===== src/rtl/sound_sequencer.sv =====
// sound_sequencer: arbitrates one-shot game sound effects over a looping
// soundtrack, drives the track ROM mux (select/adress) and hands one PCM
// sample to the codec per sample tick. The soundtrack resumes at the word
// where it was interrupted.
module sound_sequencer #(
  parameter int ROM_LATENCY    = 2,
  parameter int SOUNDTRACK_SEL = 5
) (
  input  logic        clk,
  input  logic        resetN,
  input  logic        sample_tick,
  input  logic        ev_player_hit,
  input  logic        ev_shot,
  input  logic        ev_invader,
  input  logic        ev_ufo,
  input  logic        music_en,
  output logic [3:0]  select,
  output logic [31:0] adress,
  input  logic [15:0] dout,
  input  logic [17:0] depth,
  input  logic [31:0] repeats,
  output logic [15:0] audio_out,
  output logic        audio_valid,
  output logic        busy
);

  localparam logic [3:0] ST_SEL  = 4'(SOUNDTRACK_SEL);
  localparam logic [7:0] LAT_CNT = 8'(ROM_LATENCY);

  typedef enum logic [2:0] {
    S_IDLE   = 3'd0,
    S_START  = 3'd1,
    S_READY  = 3'd2,
    S_SETTLE = 3'd3,
    S_END    = 3'd4
  } state_t;

  state_t      state_q, state_d;
  logic [7:0]  cnt_q, cnt_d;
  logic [3:0]  select_q, select_d;
  logic [17:0] adr_q, adr_d;
  logic [17:0] saved_q, saved_d;
  logic [15:0] audio_q, audio_d;
  logic        valid_q, valid_d;
  logic        busy_q, busy_d;
  logic        pend_q, pend_d;
  logic [17:0] depth_q, depth_d;
  logic        rep_q, rep_d;

  logic [3:0]  ev_code_s;
  logic [17:0] adr_inc_s;
  logic        playing_s;
  logic        preempt_s;

  // Arbitration rank of a select code; larger wins, silence ranks lowest.
  function automatic logic [2:0] prio_of(input logic [3:0] code);
    logic [2:0] p;
    case (code)
      4'd1:    p = 3'd5;
      4'd3:    p = 3'd4;
      4'd2:    p = 3'd3;
      4'd4:    p = 3'd2;
      default: p = (code == ST_SEL) ? 3'd1 : 3'd0;
    endcase
    return p;
  endfunction

  // Highest-priority event of this cycle; simultaneous lower ones are dropped.
  always_comb begin
    if (ev_player_hit) begin
      ev_code_s = 4'd1;
    end else if (ev_invader) begin
      ev_code_s = 4'd3;
    end else if (ev_shot) begin
      ev_code_s = 4'd2;
    end else if (ev_ufo) begin
      ev_code_s = 4'd4;
    end else begin
      ev_code_s = 4'd0;
    end
  end

  assign adr_inc_s = adr_q + 18'd1;
  assign playing_s = (state_q == S_START) || (state_q == S_READY) || (state_q == S_SETTLE);
  assign preempt_s = (ev_code_s != 4'd0) &&
                     ((prio_of(ev_code_s) > prio_of(select_q)) || (ev_code_s == select_q));

  // Next-state logic: normal track sequencing, then preemption / music-off overrides.
  always_comb begin
    state_d  = state_q;
    cnt_d    = 8'd0;
    select_d = select_q;
    adr_d    = adr_q;
    saved_d  = saved_q;
    audio_d  = audio_q;
    valid_d  = 1'b0;
    pend_d   = pend_q;
    depth_d  = depth_q;
    rep_d    = rep_q;

    case (state_q)
      S_IDLE: begin
        audio_d = 16'd0;
        pend_d  = 1'b0;
        if (ev_code_s != 4'd0) begin
          state_d  = S_START;
          select_d = ev_code_s;
          adr_d    = 18'd0;
        end else if (music_en) begin
          state_d  = S_START;
          select_d = ST_SEL;
          adr_d    = saved_q;
        end else begin
          select_d = 4'd0;
          adr_d    = 18'd0;
        end
      end
      S_START: begin
        pend_d = pend_q | sample_tick;
        if (cnt_q == LAT_CNT) begin
          depth_d = depth;
          rep_d   = (repeats != 32'd0);
          if (depth == 18'd0) begin
            state_d  = S_END;
            select_d = 4'd0;
          end else begin
            state_d = S_READY;
          end
        end else begin
          cnt_d = cnt_q + 8'd1;
        end
      end
      S_READY: begin
        if (sample_tick || pend_q) begin
          pend_d  = 1'b0;
          audio_d = dout;
          valid_d = 1'b1;
          if (adr_inc_s == depth_q) begin
            // The soundtrack loops no matter what its repeat word says.
            if (rep_q || (select_q == ST_SEL)) begin
              adr_d   = 18'd0;
              state_d = S_SETTLE;
            end else begin
              state_d  = S_END;
              select_d = 4'd0;
            end
          end else begin
            adr_d   = adr_inc_s;
            state_d = S_SETTLE;
          end
        end else begin
          state_d = S_READY;
        end
      end
      S_SETTLE: begin
        pend_d = pend_q | sample_tick;
        if (cnt_q == LAT_CNT) begin
          state_d = S_READY;
        end else begin
          cnt_d = cnt_q + 8'd1;
        end
      end
      S_END: begin
        pend_d = 1'b0;
        if (ev_code_s != 4'd0) begin
          state_d  = S_START;
          select_d = ev_code_s;
          adr_d    = 18'd0;
        end else if (music_en) begin
          state_d  = S_START;
          select_d = ST_SEL;
          adr_d    = saved_q;
        end else begin
          state_d  = S_IDLE;
          select_d = 4'd0;
          adr_d    = 18'd0;
          audio_d  = 16'd0;
        end
      end
      default: begin
        state_d  = S_IDLE;
        select_d = 4'd0;
        adr_d    = 18'd0;
        audio_d  = 16'd0;
        pend_d   = 1'b0;
      end
    endcase

    if (playing_s) begin
      if (preempt_s) begin
        // Remember where the soundtrack was so it can pick up from there.
        saved_d  = (select_q == ST_SEL) ? adr_q : saved_q;
        state_d  = S_START;
        select_d = ev_code_s;
        adr_d    = 18'd0;
        cnt_d    = 8'd0;
        audio_d  = audio_q;
        valid_d  = 1'b0;
        pend_d   = pend_q;
      end else if ((select_q == ST_SEL) && !music_en) begin
        saved_d  = adr_q;
        state_d  = S_IDLE;
        select_d = 4'd0;
        adr_d    = 18'd0;
        cnt_d    = 8'd0;
        audio_d  = 16'd0;
        valid_d  = 1'b0;
        pend_d   = 1'b0;
      end else begin
        saved_d = saved_q;
      end
    end else begin
      saved_d = saved_q;
    end

    busy_d = (select_d != 4'd0);
  end

  // State and output registers, cleared asynchronously by the active-high reset.
  always_ff @(posedge clk or posedge resetN) begin
    if (resetN) begin
      state_q  <= S_IDLE;
      cnt_q    <= 8'd0;
      select_q <= 4'd0;
      adr_q    <= 18'd0;
      saved_q  <= 18'd0;
      audio_q  <= 16'd0;
      valid_q  <= 1'b0;
      busy_q   <= 1'b0;
      pend_q   <= 1'b0;
      depth_q  <= 18'd0;
      rep_q    <= 1'b0;
    end else begin
      state_q  <= state_d;
      cnt_q    <= cnt_d;
      select_q <= select_d;
      adr_q    <= adr_d;
      saved_q  <= saved_d;
      audio_q  <= audio_d;
      valid_q  <= valid_d;
      busy_q   <= busy_d;
      pend_q   <= pend_d;
      depth_q  <= depth_d;
      rep_q    <= rep_d;
    end
  end

  assign select      = select_q;
  assign adress      = {14'd0, adr_q};
  assign audio_out   = audio_q;
  assign audio_valid = valid_q;
  assign busy        = busy_q;

endmodule


===== config.mk =====
export PLATFORM = sky130hd
export DESIGN_NAME = sound_sequencer
export DESIGN_NICKNAME = d
export VERILOG_FILES = /design/src/rtl/sound_sequencer.sv
export SDC_FILE = /design/constraint.sdc
export NUM_CORES = 1
export LEC_CHECK = 0
export CORE_MARGIN = 8
export CORE_UTILIZATION = 50
export DETAILED_ROUTE_END_ITERATION = 8
export PLACE_DENSITY = 0.83
export SLEW_MARGIN = 20
export SYNTH_ARGS = -nofsm -noshare
export SYNTH_HDL_FRONTEND = slang
export SYNTH_SLANG_ARGS = --single-unit

===== constraint.sdc =====
create_clock -name clk -period 3.9 [get_ports clk]
set_input_delay 0.78 -clock clk [delete_from_list [all_inputs] [get_ports clk]]
set_output_delay 0.78 -clock clk [all_outputs]
set_load 0.05 [all_outputs]

==> results of run 1 <==
-- worst max-delay path: stages (launching register included) --
cell and delay, ns:
dfrtp_1 0.50, ha_1 0.33, nand3_1 0.30, nor4_4 0.48, xnor2_1 0.16, nor2_1 0.07
or3_1 0.42, or4b_4 0.65, o21ai_1 0.20, a21o_1 0.21, o221ai_1 0.14
-- sequential cells by signal, summed over array words and instances (netlist names) --
register and cells:
busy 1, rep_q 1, adr_q 18, depth_q 18
select 4, pend_q 1, state_q 3, audio_out 16
cnt_q 8, saved_q 18, audio_valid 1
-- stage by stage --
step | hold WS [ns] | cells
2_1_floorplan | 0.445 | 544
3_3_place_gp | 0.473 | 781
3_5_place_dp | 0.493 | 781
4_1_cts | 0.506 | 797
5_1_grt | 0.526 | 797
6_report | 0.506 | 797
-- path summary, 6_finish.rpt --
kind | start | end | slack [ns] | depth (start not counted)
max in group asynchronous | resetN | adr_q[9]$_DFF_PP0_ | 2.31 | 3
hold / removal | saved_q[12]$_DFFE_PP0P_ | adr_q[12]$_DFF_PP0_ | 0.51 | 2
setup reg to reg | adr_q[1]$_DFF_PP0_ | select[0]$_DFF_PP0_ | 0.28 | 10
setup / recovery | adr_q[1]$_DFF_PP0_ | select[0]$_DFF_PP0_ | 0.28 | 10
min in group asynchronous | resetN | audio_out[5]$_DFFE_PP0P_ | 0.80 | 2
hold reg to reg | saved_q[12]$_DFFE_PP0P_ | adr_q[12]$_DFF_PP0_ | 0.51 | 2
-- cell families (layout without fill, tap and decap cells) --
kind of cell / after synthesis / after routing / synth area share
fa+ha+maj: 6 / 6 / 0.0144
mux: 37 / 37 / 0.0796
flops: 89 / 89 / 0.427
simple gates: 190 / 190 / 0.204
xor+xnor: 33 / 33 / 0.0554
other cells: 1 / 14 / 0.000719
buf+inv: 53 / 170 / 0.0506
compound gates: 122 / 122 / 0.168
-- metal layers --
metal | vias up | routed length (um) | GRT usage
met5 | - | 0 | 0
met4 | 0 | 360 | 0.0793
met3 | 36 | 1090 | 0.0514
met2 | 235 | 7670 | 0.378
met1 | 2375 | 6690 | 0.267
li1 | 2214 | - | -
-- repair_timing --
item | in CTS | in global routing
endpoints found under the setup margin | 0 | 1
hold buffers | 0 | 0
gates resized for setup | 0 | 1
-- power by group through the flow --
stage / combinational, mW / sequential [mW] / clock, mW
detailed placement: 1.57 / 1.27 / 0
CTS: 1.58 / 1.25 / 0.649
global placement: 1.54 / 1.26 / 0
floorplan: 0.882 / 1.40 / 0
finish: 1.59 / 1.25 / 0.639
global route: 1.71 / 1.28 / 0.688
-- layout make-up --
cell class	instances	area [um^2]	share of cell area
multi-input combinational	402	2780	0.411
sequential	89	2230	0.328
timing repair buffer	142	1360	0.201
tap	136	170	0.0251
clock buffer	9	124	0.0183
clock inverter	7	68.8	0.0101
inverter	12	46.3	0.00683
-- cells in the final DEF, fill, tap and decap left out, types with 9 or more instances in the layout --
cell type        Yosys  routed
nor2_1              38      38
nor4_1              22      22
conb_1               1      14
buf_4               15      28
nand3_1             27      27
inv_1               12      11
xnor2_1             21      21
a22o_1              18      18
xor2_1              12      12
clkdlybuf4s50_1      0     113
a21oi_1             22      22
dfrtp_1             89      89
clkbuf_8             0       9
nor3_1              18      17
o21ai_0             16      16
mux2_2              36      36
nand2_1             30      30
==> metrics.txt, run 1 <==
# TYPE chip_impl_metric gauge
chip_impl_metric{name="syn_to_final_growth",unit="%"} 30.0
chip_impl_info{name="timing.critical_path.from_type",value="register"} 1
chip_impl_metric{name="arrival",unit="ns"} 3.85
chip_impl_info{name="critical_path.endpoint_type",value="register"} 1
chip_impl_metric{name="comb_power_share",unit=""} 0.457
chip_impl_metric{name="powerDensity",unit="nW/um^2"} 514
chip_impl_metric{name="synth-edff-count",unit=""} 0
chip_impl_metric{name="asyncSetResetFlopFracSynth",unit=""} 1.00
chip_impl_metric{name="detail_route.wl_per_cell",unit="um"} 19.8
chip_impl_metric{name="detailroute.via_count",unit=""} 4860
chip_impl_metric{name="design.core.area",unit="um^2"} 10200
chip_impl_metric{name="cts.reportedPaths.clkPinSlew",unit="ns"} 0.11
chip_impl_metric{name="cts.htree.levels",unit=""} 3
chip_impl_metric{name="timing.final.setup_violations",unit=""} 0
chip_impl_metric{name="number_of_clock_buffers_inserted_by_tritoncts",unit=""} 9
chip_impl_metric{name="switching_power_share_of_the_total",unit=""} 0.429
chip_impl_info{name="yosys_most_used_dff",value="dfrtp_1"} 1
chip_impl_metric{name="number_of_storage_elements_in_the_synthesis_netlist",unit=""} 89
chip_impl_metric{name="report.final.slew_viol_count",unit=""} 0
chip_impl_metric{name="combined_area_of_all_synthesized_cells",unit="um^2"} 5220
chip_impl_metric{name="design.portCount",unit=""} 128
chip_impl_metric{name="crit_path_max_fanout",unit=""} 8
chip_impl_metric{name="hold_violations",unit=""} 0
chip_impl_info{name="post_synth_most_frequent_cells",value="dfrtp_1, nor2_1, mux2_2, nand2_1, nand3_1"} 1
chip_impl_metric{name="drt_pre_antenna_iters",unit=""} 7
chip_impl_metric{name="clock_power_share",unit=""} 0.183
chip_impl_metric{name="ctsLongestPathBuffers",unit=""} 2
chip_impl_metric{name="place.port_buffers",unit=""} 113
chip_impl_metric{name="rows",unit=""} 37
chip_impl_metric{name="nNetsFinal",unit=""} 736
chip_impl_metric{name="num-fill-cells",unit=""} 822
chip_impl_metric{name="clkLatencyLatePin",unit="ns"} 0.38
chip_impl_metric{name="max_freq",unit="MHz"} 276
chip_impl_metric{name="grt_antenna_before_repair",unit=""} 0
chip_impl_metric{name="p_leak",unit="nW"} 2.80
chip_impl_metric{name="postRouteAntennaNets",unit=""} 0
chip_impl_metric{name="post-route-period-util",unit=""} 0.929
chip_impl_info{name="tritoncts",value="built"} 1
chip_impl_metric{name="grt_overflow",unit=""} 0
chip_impl_metric{name="peakVddDrop",unit="uV"} 256
chip_impl_info{name="ctsRootBufferMaster",value="clkbuf_8"} 1
chip_impl_metric{name="layout-drive-gt1-share",unit=""} 0.153
chip_impl_metric{name="dp_hpwl",unit="um"} 12000
chip_impl_metric{name="slew_headroom",unit=""} 0.288
chip_impl_metric{name="die_area",unit="um^2"} 14000
chip_impl_metric{name="cellInternalPower",unit="mW"} 1.99
chip_impl_metric{name="critical_path_required",unit="ns"} 4.13
chip_impl_metric{name="drt_iter0_markers",unit=""} 478
chip_impl_metric{name="antennaDiodeCount",unit=""} 0
chip_impl_info{name="synth_area_leaders",value="dfrtp_1, mux2_2, xnor2_1"} 1
chip_impl_info{name="rsz_0062_raised_after_global_routing",value="false"} 1
chip_impl_metric{name="syn_avg_cell_area",unit="um^2"} 9.83
chip_impl_metric{name="yosysUniqueCellTypes",unit=""} 68
chip_impl_metric{name="fin_crit",unit="ns"} 3.62
chip_impl_info{name="status",value="finished clean"} 1
chip_impl_metric{name="die_h",unit="um"} 118
chip_impl_info{name="most_used_standard_cell_by_instance_count_after_synthesis",value="dfrtp_1"} 1
chip_impl_metric{name="routed_wirelength",unit="um"} 15800
chip_impl_metric{name="post_route_cell_area",unit="um^2"} 6780
chip_impl_metric{name="global_route.usage.total",unit=""} 0.221
chip_impl_info{name="yosysTopAreaCell",value="dfrtp_1"} 1
chip_impl_metric{name="cts.sink_count",unit=""} 89
chip_impl_metric{name="placement.setup.worst_slack",unit="ns"} 0.0224
chip_impl_metric{name="yosys.area.top_type_share",unit=""} 0.427
chip_impl_metric{name="setup_slack",unit="ns"} 0.277
chip_impl_info{name="class_of_the_most_critical_setup_path",value="register to register"} 1
chip_impl_metric{name="drt_drc_violations_left",unit=""} 0
chip_impl_metric{name="grt_pass1_vias",unit=""} 4933
chip_impl_metric{name="setup_tns",unit="ns"} 0
chip_impl_metric{name="worst_pin_slew",unit="ns"} 1.06
chip_impl_metric{name="post_cts_buffers",unit=""} 0
chip_impl_metric{name="timing.clock.skew",unit="ns"} 0.0132
chip_impl_metric{name="netlist_instances",unit=""} 531
chip_impl_metric{name="gpl.final_weighted_congestion",unit=""} 0.928
chip_impl_metric{name="net-switching-power",unit="mW"} 1.50
chip_impl_metric{name="postLayoutCoreUtil",unit=""} 0.663
chip_impl_metric{name="place_area",unit="um^2"} 6590
chip_impl_metric{name="share_seq_of_total_power",unit=""} 0.359
chip_impl_metric{name="routed_via_density",unit=""} 6.10
chip_impl_metric{name="synth_warnings",unit=""} 0
chip_impl_metric{name="post_layout_total_power",unit="mW"} 3.48
chip_impl_metric{name="max_cap_violations",unit=""} 0
chip_impl_metric{name="pin_count_of_the_biggest_net_entering_global_routing",unit=""} 42
chip_impl_info{name="hold_class",value="register to register"} 1
chip_impl_metric{name="chipWidth",unit="um"} 118
chip_impl_metric{name="synth-seq-area-share",unit=""} 0.427
chip_impl_metric{name="start_util",unit=""} 0.510
chip_impl_metric{name="grt_first_pass_wirelength",unit="um"} 25600
(Power assumes the default switching activity.)
==> run 2: changes to the inputs <==
--- a/config.mk
+++ b/config.mk
@@ -6,9 +6,11 @@
 export NUM_CORES = 1
 export LEC_CHECK = 0
 export CORE_MARGIN = 8
-export CORE_UTILIZATION = 50
+export CORE_UTILIZATION = 60
 export DETAILED_ROUTE_END_ITERATION = 8
-export PLACE_DENSITY = 0.83
+export DONT_BUFFER_PORTS = 1
+export PLACE_DENSITY = 0.78
+export SKIP_CTS_REPAIR_TIMING = 1
 export SLEW_MARGIN = 20
 export SYNTH_ARGS = -nofsm -noshare
 export SYNTH_HDL_FRONTEND = slang
==> run 2 against run 1 <==
Clock power is 0.9% higher. Flip-flop and latch count unchanged. Highest routed layer unchanged. Sequential share of layout area is 6.8 points higher. Largest power group is now sequential cells. Worst setup slack improved by 0.0075 ns. Count of clock-buffer cells in the layout did not move. Largest cell class unchanged. Critical path depth unchanged. Non-clock buffer count down 110. Cell area decreased by 17%. Sequential power up 10%. Clock skew is 0.0074 ns higher. Combinational power fell by 23%. Die area down 14%.
==> metrics.txt, run 2 (synthesis results as in run 1) <==
# TYPE chip_impl_metric gauge
chip_impl_metric{name="grt_overflow",unit=""} 0
chip_impl_metric{name="report.final.slew_viol_count",unit=""} 0
chip_impl_metric{name="nNetsFinal",unit=""} 626
chip_impl_metric{name="critical_path_required",unit="ns"} 4.18
chip_impl_metric{name="grt_first_pass_wirelength",unit="um"} 23300
chip_impl_metric{name="detail_route.wl_per_cell",unit="um"} 22.1
chip_impl_metric{name="antennaDiodeCount",unit=""} 0
chip_impl_metric{name="cts.sink_count",unit=""} 89
chip_impl_metric{name="die_area",unit="um^2"} 11900
chip_impl_metric{name="worst_pin_slew",unit="ns"} 1.07
chip_impl_metric{name="start_util",unit=""} 0.607
chip_impl_metric{name="pin_count_of_the_biggest_net_entering_global_routing",unit=""} 33
chip_impl_metric{name="drt_drc_violations_left",unit=""} 0
chip_impl_metric{name="clock_power_share",unit=""} 0.198
chip_impl_metric{name="comb_power_share",unit=""} 0.379
chip_impl_metric{name="cts.htree.levels",unit=""} 3
chip_impl_metric{name="timing.final.setup_violations",unit=""} 0
chip_impl_info{name="critical_path.endpoint_type",value="register"} 1
chip_impl_info{name="setup.worst_path.start",value="adr_q[0]$_DFF_PP0_"} 1
chip_impl_metric{name="setup_slack",unit="ns"} 0.284
chip_impl_metric{name="num-fill-cells",unit=""} 704
chip_impl_metric{name="switching_power_share_of_the_total",unit=""} 0.445
chip_impl_metric{name="place.detailed.instances",unit=""} 643
chip_impl_metric{name="p_leak",unit="nW"} 2.38
chip_impl_metric{name="routed_via_density",unit=""} 6.85
chip_impl_metric{name="grt_antenna_before_repair",unit=""} 0
chip_impl_info{name="tritoncts",value="built"} 1
chip_impl_metric{name="arrival",unit="ns"} 3.90
chip_impl_info{name="hold_class",value="primary input to asynchronous set/reset pin"} 1
chip_impl_metric{name="share_seq_of_total_power",unit=""} 0.423
chip_impl_metric{name="clkLatencyLatePin",unit="ns"} 0.39
chip_impl_metric{name="cellInternalPower",unit="mW"} 1.81
chip_impl_metric{name="syn_to_final_growth",unit="%"} 7.70
chip_impl_metric{name="hold-worst-slack",unit="ns"} 0.263
chip_impl_metric{name="r2r_setup_slack",unit="ns"} 0.28
chip_impl_metric{name="drt_pre_antenna_iters",unit=""} 6
chip_impl_metric{name="gpl.final_weighted_congestion",unit=""} 1.03
chip_impl_metric{name="crit_path_max_fanout",unit=""} 8
chip_impl_metric{name="grt_pass1_vias",unit=""} 4555
chip_impl_metric{name="layout-drive-gt1-share",unit=""} 0.187
chip_impl_metric{name="design.core.area",unit="um^2"} 8590
chip_impl_metric{name="post-route-period-util",unit=""} 0.927
chip_impl_metric{name="max_cap_violations",unit=""} 0
chip_impl_metric{name="fin_crit",unit="ns"} 3.62
chip_impl_metric{name="design.portCount",unit=""} 128
chip_impl_metric{name="placement.setup.worst_slack",unit="ns"} 0.317
chip_impl_metric{name="rows",unit=""} 34
chip_impl_info{name="layout_commonest_cell",value="dfrtp_1"} 1
chip_impl_info{name="status",value="finished clean"} 1
chip_impl_info{name="ctsRootBufferMaster",value="clkbuf_8"} 1
chip_impl_info{name="timing.critical_path.from_type",value="register"} 1
chip_impl_metric{name="timing.clock.skew",unit="ns"} 0.0206
chip_impl_metric{name="powerDensity",unit="nW/um^2"} 579
chip_impl_metric{name="place.port_buffers",unit=""} 0
chip_impl_metric{name="fin_cells",unit=""} 659
chip_impl_metric{name="max_freq",unit="MHz"} 277
chip_impl_metric{name="die_h",unit="um"} 109
chip_impl_metric{name="detailroute.via_count",unit=""} 4513
chip_impl_metric{name="net-switching-power",unit="mW"} 1.45
chip_impl_info{name="worst_r2r_startpoint",value="adr_q[0]$_DFF_PP0_"} 1
chip_impl_metric{name="global_route.usage.total",unit=""} 0.247
chip_impl_info{name="class_of_the_most_critical_setup_path",value="register to register"} 1
chip_impl_info{name="reg.largest.list",value="adr_q: 18 flops, depth_q: 18 flops, saved_q: 18 flops"} 1
chip_impl_info{name="rsz_0062_raised_after_global_routing",value="false"} 1
chip_impl_metric{name="routed_wirelength",unit="um"} 14500
chip_impl_metric{name="hold_violations",unit=""} 0
chip_impl_metric{name="chipWidth",unit="um"} 109
chip_impl_metric{name="setup_tns",unit="ns"} 0
chip_impl_metric{name="dp_hpwl",unit="um"} 11000
chip_impl_metric{name="cts.reportedPaths.clkPinSlew",unit="ns"} 0.11
chip_impl_metric{name="postRouteAntennaNets",unit=""} 0
chip_impl_metric{name="number_of_clock_buffers_inserted_by_tritoncts",unit=""} 9
chip_impl_metric{name="drt_iter0_markers",unit=""} 437
chip_impl_metric{name="ctsLongestPathBuffers",unit=""} 2
chip_impl_info{name="most_frequent_cells_in_the_layout",value="dfrtp_1, nor2_1, mux2_2, buf_4, nand2_1"} 1
chip_impl_metric{name="peakVddDrop",unit="uV"} 303
chip_impl_metric{name="slew_headroom",unit=""} 0.286
[run 2: routing by layer]
metal / share of wire / up-vias / global-route usage / wire length [um]
met2: 0.48 / 272 / 0.402 / 6910
met1: 0.39 / 2207 / 0.307 / 5670
met5: 0 / - / 0 / 0
met4: 0.022 / 0 / 0.0887 / 326
met3: 0.11 / 45 / 0.0733 / 1630
li1: - / 1989 / - / -
[run 2: final timing paths]
check | end | cells after the start
max in group asynchronous | saved_q[6]$_DFFE_PP0P_ | 2
min in group clk | audio_out[1]$_DFFE_PP0P_ | 1
setup / recovery | adr_q[5]$_DFF_PP0_ | 10
hold / removal | depth_q[13]$_DFFE_PP0P_ | 1
hold reg to reg | saved_q[1]$_DFFE_PP0P_ | 1
setup reg to reg | adr_q[5]$_DFF_PP0_ | 10
[run 2: per-stage QoR]
step	util	power (mW)	cell area [um^2]
after detailed placement	0.632	2.61	5430
after global placement	0.632	2.57	5430
final	0.654	3.25	5620
after global routing	0.654	3.42	5620
after CTS	0.654	3.25	5620
after floorplan	-	2.28	5270
[run 2: worst max-delay path: stages (launching register included)]
cell	delay (ns)
dfrtp_1	0.37
ha_1	0.28
nand3_1	0.33
nor4_2	0.45
o22ai_1	0.16
nor4_1	0.32
nand4_1	0.23
or4b_1	0.78
nand2_4	0.21
o211ai_1	0.12
a41oi_1	0.28
[run 2: cell type report]
| class | instances | area (um^2) | area share |
|---|---|---|---|
| tap | 108 | 135 | 0.0240 |
| sequential | 89 | 2230 | 0.396 |
| multi-input combinational | 402 | 2780 | 0.495 |
| clock buffer | 9 | 124 | 0.0220 |
| timing repair buffer | 32 | 240 | 0.0428 |
| inverter | 12 | 46.3 | 0.00824 |
| clock inverter | 7 | 66.3 | 0.0118 |
[run 2: power groups by stage]
stage	registers, mW	clock network (mW)	logic, mW
6_report	1.38	0.645	1.23
5_1_grt	1.40	0.689	1.33
4_1_cts	1.38	0.651	1.22
3_5_place_dp	1.40	0	1.22
3_3_place_gp	1.39	0	1.18
2_1_floorplan	1.40	0	0.882
==> run 3: changes to the inputs <==
--- a/config.mk
+++ b/config.mk
@@ -11,6 +11,7 @@
 export DONT_BUFFER_PORTS = 1
 export PLACE_DENSITY = 0.78
 export SKIP_CTS_REPAIR_TIMING = 1
+export SKIP_LAST_GASP = 1
 export SLEW_MARGIN = 20
 export SYNTH_ARGS = -nofsm -noshare
 export SYNTH_HDL_FRONTEND = slang
==> results of run 3 <==
The final DEF is identical to that of run 2; final timing and power are the same.
